File: src/rtl/mmio_periph.sv
// ---------------------------------------------------------------------------
// mmio_periph: MMIO PWM bank with ADC capture; MMIO_AUTO_DUTY_EN adds ADC-follow MODE
// Rev 1.0
// ---------------------------------------------------------------------------
`default_nettype none

module mmio_periph #(
  parameter int          CHANNELS     = 4,
  parameter int          PWM_WIDTH    = 8,
  parameter int          SAMPLE_WIDTH = 10,
  parameter logic [15:0] BASE         = 16'h8000
) (
  input  logic                    clock,
  input  logic                    reset,
  input  logic                    read_enable,
  input  logic                    write_enable,
  input  logic [15:0]             address,
  input  logic [15:0]             write_data,
  input  logic [15:0]             ram_read_data,
  input  logic [SAMPLE_WIDTH-1:0] adc_sample,
  input  logic                    adc_done,
  output logic [15:0]             read_data,
  output logic                    adc_reset,
  output logic [CHANNELS-1:0]     pulse
);

  localparam logic [7:0]           c_off_adc    = 8'h10;
  localparam logic [7:0]           c_off_status = 8'h11;
  localparam logic [7:0]           c_off_mode   = 8'h12;
  localparam logic [PWM_WIDTH-1:0] c_cnt_max    = '1;

  logic                    hit;
  logic [7:0]              off;
  logic                    wr_hit;
  logic                    rd_hit;
  logic [PWM_WIDTH-1:0]    cnt_q;
  logic [PWM_WIDTH-1:0]    duty_q [CHANNELS];
  logic [PWM_WIDTH-1:0]    act_q  [CHANNELS];
  logic [PWM_WIDTH-1:0]    act_d  [CHANNELS];
  logic [SAMPLE_WIDTH-1:0] sample_q;
  logic                    valid_q;
  logic                    status_q;
  logic                    adc_reset_q;
  logic                    rd_mmio_q;
  logic                    rd_ram_q;
  logic [15:0]             rd_val_q;
  logic [15:0]             rd_val_d;
  logic [CHANNELS-1:0]     mode_val;
  logic                    unused_wdata;

  assign hit          = (address[15:8] == BASE[15:8]);
  assign off          = address[7:0];
  assign wr_hit       = write_enable & hit;
  assign rd_hit       = read_enable & hit;
  assign unused_wdata = ^write_data;

`ifdef MMIO_AUTO_DUTY_EN
  logic [CHANNELS-1:0] mode_q;

  always_ff @(posedge clock) begin
    if (reset) begin
      mode_q <= '0;
    end else if (wr_hit && (off == c_off_mode)) begin
      mode_q <= write_data[CHANNELS-1:0];
    end
  end

  assign mode_val = mode_q;

  always_comb begin
    for (int ch = 0; ch < CHANNELS; ch++) begin
      act_d[ch] = mode_q[ch] ? sample_q[SAMPLE_WIDTH-1 -: PWM_WIDTH] : duty_q[ch];
    end
  end
`else
  assign mode_val = '0;

  always_comb begin
    for (int ch = 0; ch < CHANNELS; ch++) begin
      act_d[ch] = duty_q[ch];
    end
  end
`endif

  // Active duty only changes at the wrap so every period runs to completion.
  always_ff @(posedge clock) begin
    if (reset) begin
      cnt_q <= '0;
      for (int ch = 0; ch < CHANNELS; ch++) begin
        duty_q[ch] <= '0;
        act_q[ch]  <= '0;
      end
    end else begin
      cnt_q <= cnt_q + 1'b1;
      for (int ch = 0; ch < CHANNELS; ch++) begin
        if (wr_hit && (off == 8'(ch))) begin
          duty_q[ch] <= write_data[PWM_WIDTH-1:0];
        end
        if (cnt_q == c_cnt_max) begin
          act_q[ch] <= act_d[ch];
        end
      end
    end
  end

  generate
    for (genvar g = 0; g < CHANNELS; g++) begin : g_pulse
      assign pulse[g] = (cnt_q < act_q[g]);
    end
  endgenerate

  // A sample arriving in the same cycle as a STATUS read must not be lost.
  always_ff @(posedge clock) begin
    if (reset) begin
      sample_q    <= '0;
      valid_q     <= 1'b0;
      status_q    <= 1'b0;
      adc_reset_q <= 1'b0;
    end else begin
      adc_reset_q <= wr_hit && (off == c_off_adc);
      if (adc_done) begin
        sample_q <= adc_sample;
        valid_q  <= 1'b1;
        status_q <= 1'b1;
      end else if (rd_hit && (off == c_off_status)) begin
        status_q <= 1'b0;
      end
    end
  end

  assign adc_reset = adc_reset_q;

  always_comb begin
    rd_val_d = '0;
    for (int ch = 0; ch < CHANNELS; ch++) begin
      if (off == 8'(ch)) begin
        rd_val_d[PWM_WIDTH-1:0] = duty_q[ch];
      end
    end
    if (off == c_off_adc) begin
      rd_val_d[15]               = valid_q;
      rd_val_d[SAMPLE_WIDTH-1:0] = sample_q;
    end
    if (off == c_off_status) begin
      rd_val_d[0] = status_q;
    end
    if (off == c_off_mode) begin
      rd_val_d[CHANNELS-1:0] = mode_val;
    end
  end

  always_ff @(posedge clock) begin
    if (reset) begin
      rd_mmio_q <= 1'b0;
      rd_ram_q  <= 1'b0;
      rd_val_q  <= '0;
    end else begin
      rd_mmio_q <= rd_hit;
      rd_ram_q  <= read_enable & ~hit;
      rd_val_q  <= rd_hit ? rd_val_d : '0;
    end
  end

  assign read_data = rd_mmio_q ? rd_val_q : (rd_ram_q ? ram_read_data : 16'h0000);

endmodule

`default_nettype wire
File: config.mk
export PLATFORM = sky130hd
export DESIGN_NAME = mmio_periph
export DESIGN_NICKNAME = d
export VERILOG_FILES = /design/src/rtl/mmio_periph.sv
export SDC_FILE = /design/constraint.sdc
export NUM_CORES = 1
export LEC_CHECK = 0
export CORE_MARGIN = 8
export CORE_UTILIZATION = 34
export DETAILED_ROUTE_END_ITERATION = 12
export PLACE_DENSITY = 0.64
export RECOVER_POWER = 50
export SLEW_MARGIN = 30
export SYNTH_ARGS = -nofsm -noshare
export SYNTH_HDL_FRONTEND = slang
export SYNTH_SLANG_ARGS = --single-unit
export TNS_END_PERCENT = 10
File: constraint.sdc
create_clock -name clock -period 3 [get_ports clock]
set_input_delay 0.6 -clock clock [delete_from_list [all_inputs] [get_ports clock]]
set_output_delay 0.6 -clock clock [all_outputs]
set_load 0.05 [all_outputs]
==> flow_summary.yaml, run 1 <==
run_status:
  status: "finished, violations left"
  violations: "capacitance limit, slew limit"
timing:
  slew_violations: 27
  setup_viol: 0
  rsz0062_at_grt: "no"
  fmax_mhz: 355
  final_hold_viol_count: 0
  holdWs_ns: 0.461
  tightest_slew_ns: 1.54
  post-route-period-util_pct: 93.9
  fin_crit_ns: 2.82
  fin_worst_skew_ns: 0.0103
  maxSlewHeadroom_pct: -2.94
  finalSetupTns_ns: 0
critical_path:
  start_kind: "flop"
  cp_max_fo: 8
  crit_required_ns: 2.40
  cp-startpoint: "cnt_q[6]"
  endpoint_kind: "output port"
  cp_data_arrival_time_ns: 2.22
  reg2reg_from: "cnt_q[3]"
  critPathKind: "flop to output port"
route:
  dr.pass1.iters: 4
  wl_um: 10700
  drc_errors: 0
  vias: 3308
  vias_per_cell: 4.74
  drt_iter0_markers: 153
  wl_per_cell_um: 15.3
  postRouteAntennaNets: 0
logic_synthesis:
  synth_compound_area_share_pct: 9.29
  async_reset_ff_share_pct: 0
  synth_top_area_share_pct: 39.2
  synth_xor_area_share_pct: 1.07
  yosysSeqAreaShare_pct: 53.1
  yosysTopAreaCell: "edfxtp_1"
  synthTopCellsByArea: "edfxtp_1, dfxtp_1, and2_1"
  syn-num-nets: 518
  syn_inst: 426
  synth_top_family_by_area: "simple AND/OR/NAND/NOR gates"
  ys_ff_latch: 98
  synth_mux_area_share_pct: 3.68
  synth_fa_ha_area_share_pct: 7.40
  ys_types: 43
  synth_enable_flop_cells: 64
  yosys_warnings: 0
  synth_ff_type: "edfxtp_1"
  synthSimpleGateAreaFrac_pct: 21.8
  syn_area_sq_um: 4900
  syn_area_per_cell_sq_um: 11.5
finish:
  stdcell_area_sq_um: 6170
  post_route_cells_drive_above_1_share_pct: 10.5
  diodes: 0
  final_nets: 601
  synthToLayoutAreaGrowth_pct: 25.8
  fillCellCount: 1359
  instances_no_fill: 698
clock_network:
  tritoncts: "yes"
  clock_path_buffers: 2
  clock_sinks: 98
  htreeDepth: 3
  cts_made_buffers: 9
  cts-root-buf: "clkbuf_16"
  path_clk_slew_ns: 0.08
  post-cts-setup-buffers: 0
  clk_latency_ns: 0.35
floorplan:
  io-pin-count: 84
  core_area_sq_um: 14300
  die_x_um: 136
  start_util_pct: 34.2
  die_h_um: 136
  fp-row-count: 44
  die_area_sq_um: 18500
global_route:
  grt_use_met3_pct: 2.85
  grt_max_degree: 33
  grt_pass1_vias: 3468
  grt.overflow.total: 0
  use_met1_pct: 13.6
  grt_pass1_wl_um: 17200
  track_usage_pct: 12.0
  top_usage_layer: "met2"
  grt_use_met2_pct: 20.0
  antenna_found_initial: 0
placed_design:
  post_dp_cell_area_sq_um: 5910
  gp_congestion: 0.771
  placedCellCount: 682
  numPortBuffers: 75
  post-dp-hpwl_um: 8520
hold_path:
  min-delay-start: "valid_q"
  hold_class: "flop to flop"
pwr:
  peakVddDrop_uv: 398
  power.total_mw: 2.95
  powerDensity_nw_per_um2: 479
  leakagePower_nw: 2.47
flow_run:
  cap_viol_max_count: 1
[critical path, stage by stage (launching register included)]
cell and delay, ns:
dfxtp_1 0.44, ha_1 0.27, a2111oi_0 0.52, nor2b_1 0.19
o21ai_0 0.08, o211ai_1 0.18, buf_12 0.18
[registers in the layout (all words and copies together) (netlist names)]
| signal | cells |
|---|---|
| rd_ram_q | 1 |
| sample_q | 10 |
| cnt_q | 8 |
| rd_val_q | 11 |
| duty_q | 32 |
| act_q | 32 |
| valid_q | 1 |
| adc_reset | 1 |
| rd_mmio_q | 1 |
| status_q | 1 |
[timing repair]
action / 4_1_cts / 5_1_grt
endpoints found under the hold margin: 0 / 0
endpoints found under the setup margin: 0 / 4
resized for setup: 0 / 2
hold buffers: 0 / 0
[metal layers]
layer / wire (um) / up-vias / part of all wire, %
met5: 0 / - / 0
met4: 378 / 0 / 3.5
met3: 516 / 23 / 4.8
met2: 5230 / 65 / 49
met1: 4570 / 1545 / 43
li1: - / 1675 / -
[path summary, 6_finish.rpt]
path,endpoint,slack [ns],cells after the start
setup / recovery,pulse[0],0.18,6
hold / removal,rd_val_q[15],0.46,1
setup reg to reg,act_q[1][4],0.73,5
hold reg to reg,rd_val_q[15],0.46,1
[cells by family (layout without fill, tap and decap cells)]
| logic type | Yosys count | count (layout) |
|---|---|---|
| buffers and inverters | 46 | 134 |
| DFF | 98 | 98 |
| and+or+nand+nor | 164 | 164 |
| AOI/OAI and AO/OA | 65 | 65 |
| adders and majority gates | 29 | 29 |
| muxes | 18 | 18 |
| xor gates and xnor gates | 6 | 6 |
[synth_stat cells (2+ instances only)]
master / count
a2111oi_0: 4
a211oi_1: 4
a21oi_1: 8
a22o_1: 11
a22oi_1: 7
and2_1: 81
and3_1: 3
buf_2: 4
clkbuf_1: 9
dfxtp_1: 34
edfxtp_1: 64
ha_1: 29
inv_1: 32
mux2i_1: 18
nand2_1: 12
nand2b_1: 4
nand3_1: 5
nor2_1: 29
nor2b_1: 7
nor3_4: 3
nor3b_1: 2
nor4_1: 2
nor4_4: 5
o211ai_1: 5
o21a_1: 4
o21ai_0: 16
o31ai_1: 4
xnor2_1: 3
xor2_1: 3
[cell type report]
cell class                      count  area, sq um  area share [%]
Multi-Input combinational cell    282         2100            34.1
Timing Repair Buffer               86          807            13.1
Clock inverter                      6         52.6           0.852
Sequential cell                    98         2600            42.2
Inverter                           32          120            1.95
Clock buffer                       10          250            4.06
Tap cell                          184          230            3.73
[cell usage in the layout (no fill, tap or decap), drive strengths merged, types with 4 or more instances in the layout]
cell            n
a21oi           8
a2111oi         4
nor2           29
o21ai          16
a22oi           7
nor2b           7
clkbuf         18
o31ai           4
o211ai          5
o21a            4
ha             29
nand2b          4
mux2i          18
a22o           11
and2           81
a211oi          4
nor3            4
nor4            7
clkdlybuf4s50  52
edfxtp         64
nand2          12
nand3           6
dfxtp          34
buf            23
inv            37
[stage by stage]
stage	worst slack, ns	util [%]
6_report	0.184	43.1
5_1_grt	0.0378	43.1
4_1_cts	0.00175	43.4
3_5_place_dp	0.399	41.3
3_3_place_gp	0.473	41.3
2_1_floorplan	0.600	-
[power by group]
group	total (mW)	internal [mW]	switching, mW
Clock	1.15	0.630	0.521
Sequential	1.51	1.48	0.0301
Combinational	0.290	0.138	0.152
Total	2.95	2.25	0.703
(Power assumes the default switching activity.)
==> run 2: changes to the inputs <==
--- a/config.mk
+++ b/config.mk
@@ -5,7 +5,8 @@
 export SDC_FILE = /design/constraint.sdc
 export NUM_CORES = 1
 export LEC_CHECK = 0
-export CORE_MARGIN = 8
+export CORE_ASPECT_RATIO = 2
+export CORE_MARGIN = 2
 export CORE_UTILIZATION = 34
 export DETAILED_ROUTE_END_ITERATION = 12
 export PLACE_DENSITY = 0.64
==> flow_summary.yaml, run 2 (synthesis results as in run 1) <==
run_status:
  status: "completed"
placed_design:
  placedCellCount: 690
  numPortBuffers: 75
  gp_congestion: 0.783
  post-dp-hpwl_um: 7920
  pre_cts_slack_ns: 0.414
flow_run:
  cap_viol_max_count: 0
finish:
  finish.utilization_pct: 43.4
  final_nets: 601
  instances_no_fill: 706
  post_route_cells_drive_above_1_share_pct: 11.1
  layout_commonest_cell: "and2_1"
  diodes: 0
  synthToLayoutAreaGrowth_pct: 25.7
  mostFrequentLayoutCells: "and2_1, edfxtp_1, clkdlybuf4s50_1"
  fillCellCount: 1367
  reg.largest.list: "act_q (32), duty_q (32), rd_val_q (11)"
critical_path:
  cp_max_fo: 6
  crit_required_ns: 2.40
  endpoint_kind: "output port"
  cp_data_arrival_time_ns: 2.29
  critPathKind: "flop to output port"
  start_kind: "flop"
pwr:
  power.total_mw: 2.89
  powerDensity_nw_per_um2: 468
  leakagePower_nw: 2.44
  peakVddDrop_uv: 277
timing:
  fin_crit_ns: 2.89
  final_hold_viol_count: 0
  tightest_slew_ns: 1.44
  post-route-period-util_pct: 96.5
  slew_violations: 0
  fin_worst_skew_ns: 0.00945
  fin_ws_ns: 0.106
  rsz0062_at_grt: "no"
  finalSetupTns_ns: 0
  maxSlewHeadroom_pct: 4.23
  fmax_mhz: 346
  setup_viol: 0
route:
  wl_um: 9830
  vias: 3324
  wl_per_cell_um: 13.9
  drc_errors: 0
  postRouteAntennaNets: 0
  drt_iter0_markers: 127
  dr.pass1.iters: 4
  vias_per_cell: 4.71
global_route:
  grt_max_degree: 33
  grt_pass1_vias: 3434
  grt.overflow.total: 0
  grt_pass1_wl_um: 16300
  track_usage_pct: 13.6
  antenna_found_initial: 0
clock_network:
  clock_path_buffers: 2
  tritoncts: "yes"
  cts_made_buffers: 9
  clk_latency_ns: 0.34
  path_clk_slew_ns: 0.07
  cts_hold_buffers: 0
  cts-root-buf: "clkbuf_16"
  clock_sinks: 98
  htreeDepth: 3
floorplan:
  die_h_um: 174
  core_area_sq_um: 14200
  fp-row-count: 62
  die_area_sq_um: 15500
  start_util_pct: 34.5
  io-pin-count: 84
  die_x_um: 88.9
hold_path:
  hold_class: "flop to flop"
==> run 2: cell types whose count changed in the layout (fill, tap and decap cells not counted), sizes merged <==
cell    change
buf         +4
clkbuf      -5
clkinv      +1
==> run 2: path summary, 6_finish.rpt <==
kind / start / endpoint / slack [ns] / cells past startpoint
max: cnt_q[5] / pulse[2] / 0.11 / 6
max reg2reg: cnt_q[4] / act_q[0][5] / 0.81 / 5
min: sample_q[9] / rd_val_q[9] / 0.46 / 1
min reg2reg: sample_q[9] / rd_val_q[9] / 0.46 / 1
==> run 2: final cells by class <==
class                      count  area (sq um)  area share [%]
timing repair buffer          86           820            13.3
sequential                    98          2600            42.2
clock buffer                   9           225            3.66
inverter                      32           120            1.95
tap                          192           240            3.90
clock inverter                 7          57.6           0.934
multi-input combinational    282          2100            34.0
==> run 2: routing by layer <==
metal	GRT usage, %	routed length [um]	vias up
met2	22.5	5000	86
met1	16.3	4090	1533
met4	6.69	415	0
met3	2.67	318	27
li1	-	-	1678
met5	0	0	-
==> run 2: timing repair <==
item / in CTS / in global routing
gates resized for setup: 0 / 3
hold endpoints to repair: 0 / 0
buffers inserted: 0 / 0
setup endpoints to repair: 0 / 3
==> run 2: power breakdown <==
part / internal [mW] / switching [mW] / total (mW)
sequential: 1.48 / 0.0281 / 1.51
clock: 0.577 / 0.507 / 1.08
combinational: 0.139 / 0.150 / 0.289
total: 2.20 / 0.686 / 2.89
==> run 2: through the flow <==
step | instance area (sq um) | hold slack, ns
6_report | 6160 | 0.458
5_1_grt | 6160 | 0.494
4_1_cts | 6200 | 0.461
3_5_place_dp | 5920 | 0.443
3_3_place_gp | 5920 | 0.438
2_1_floorplan | 4900 | 0.427
==> run 2: worst max-delay path: stages (launching register included) <==
cell       delay, ns
dfxtp_1         0.52
ha_1            0.31
a2111oi_0       0.52
nor2b_1         0.18
o21ai_0         0.09
o211ai_1        0.16
buf_12          0.18
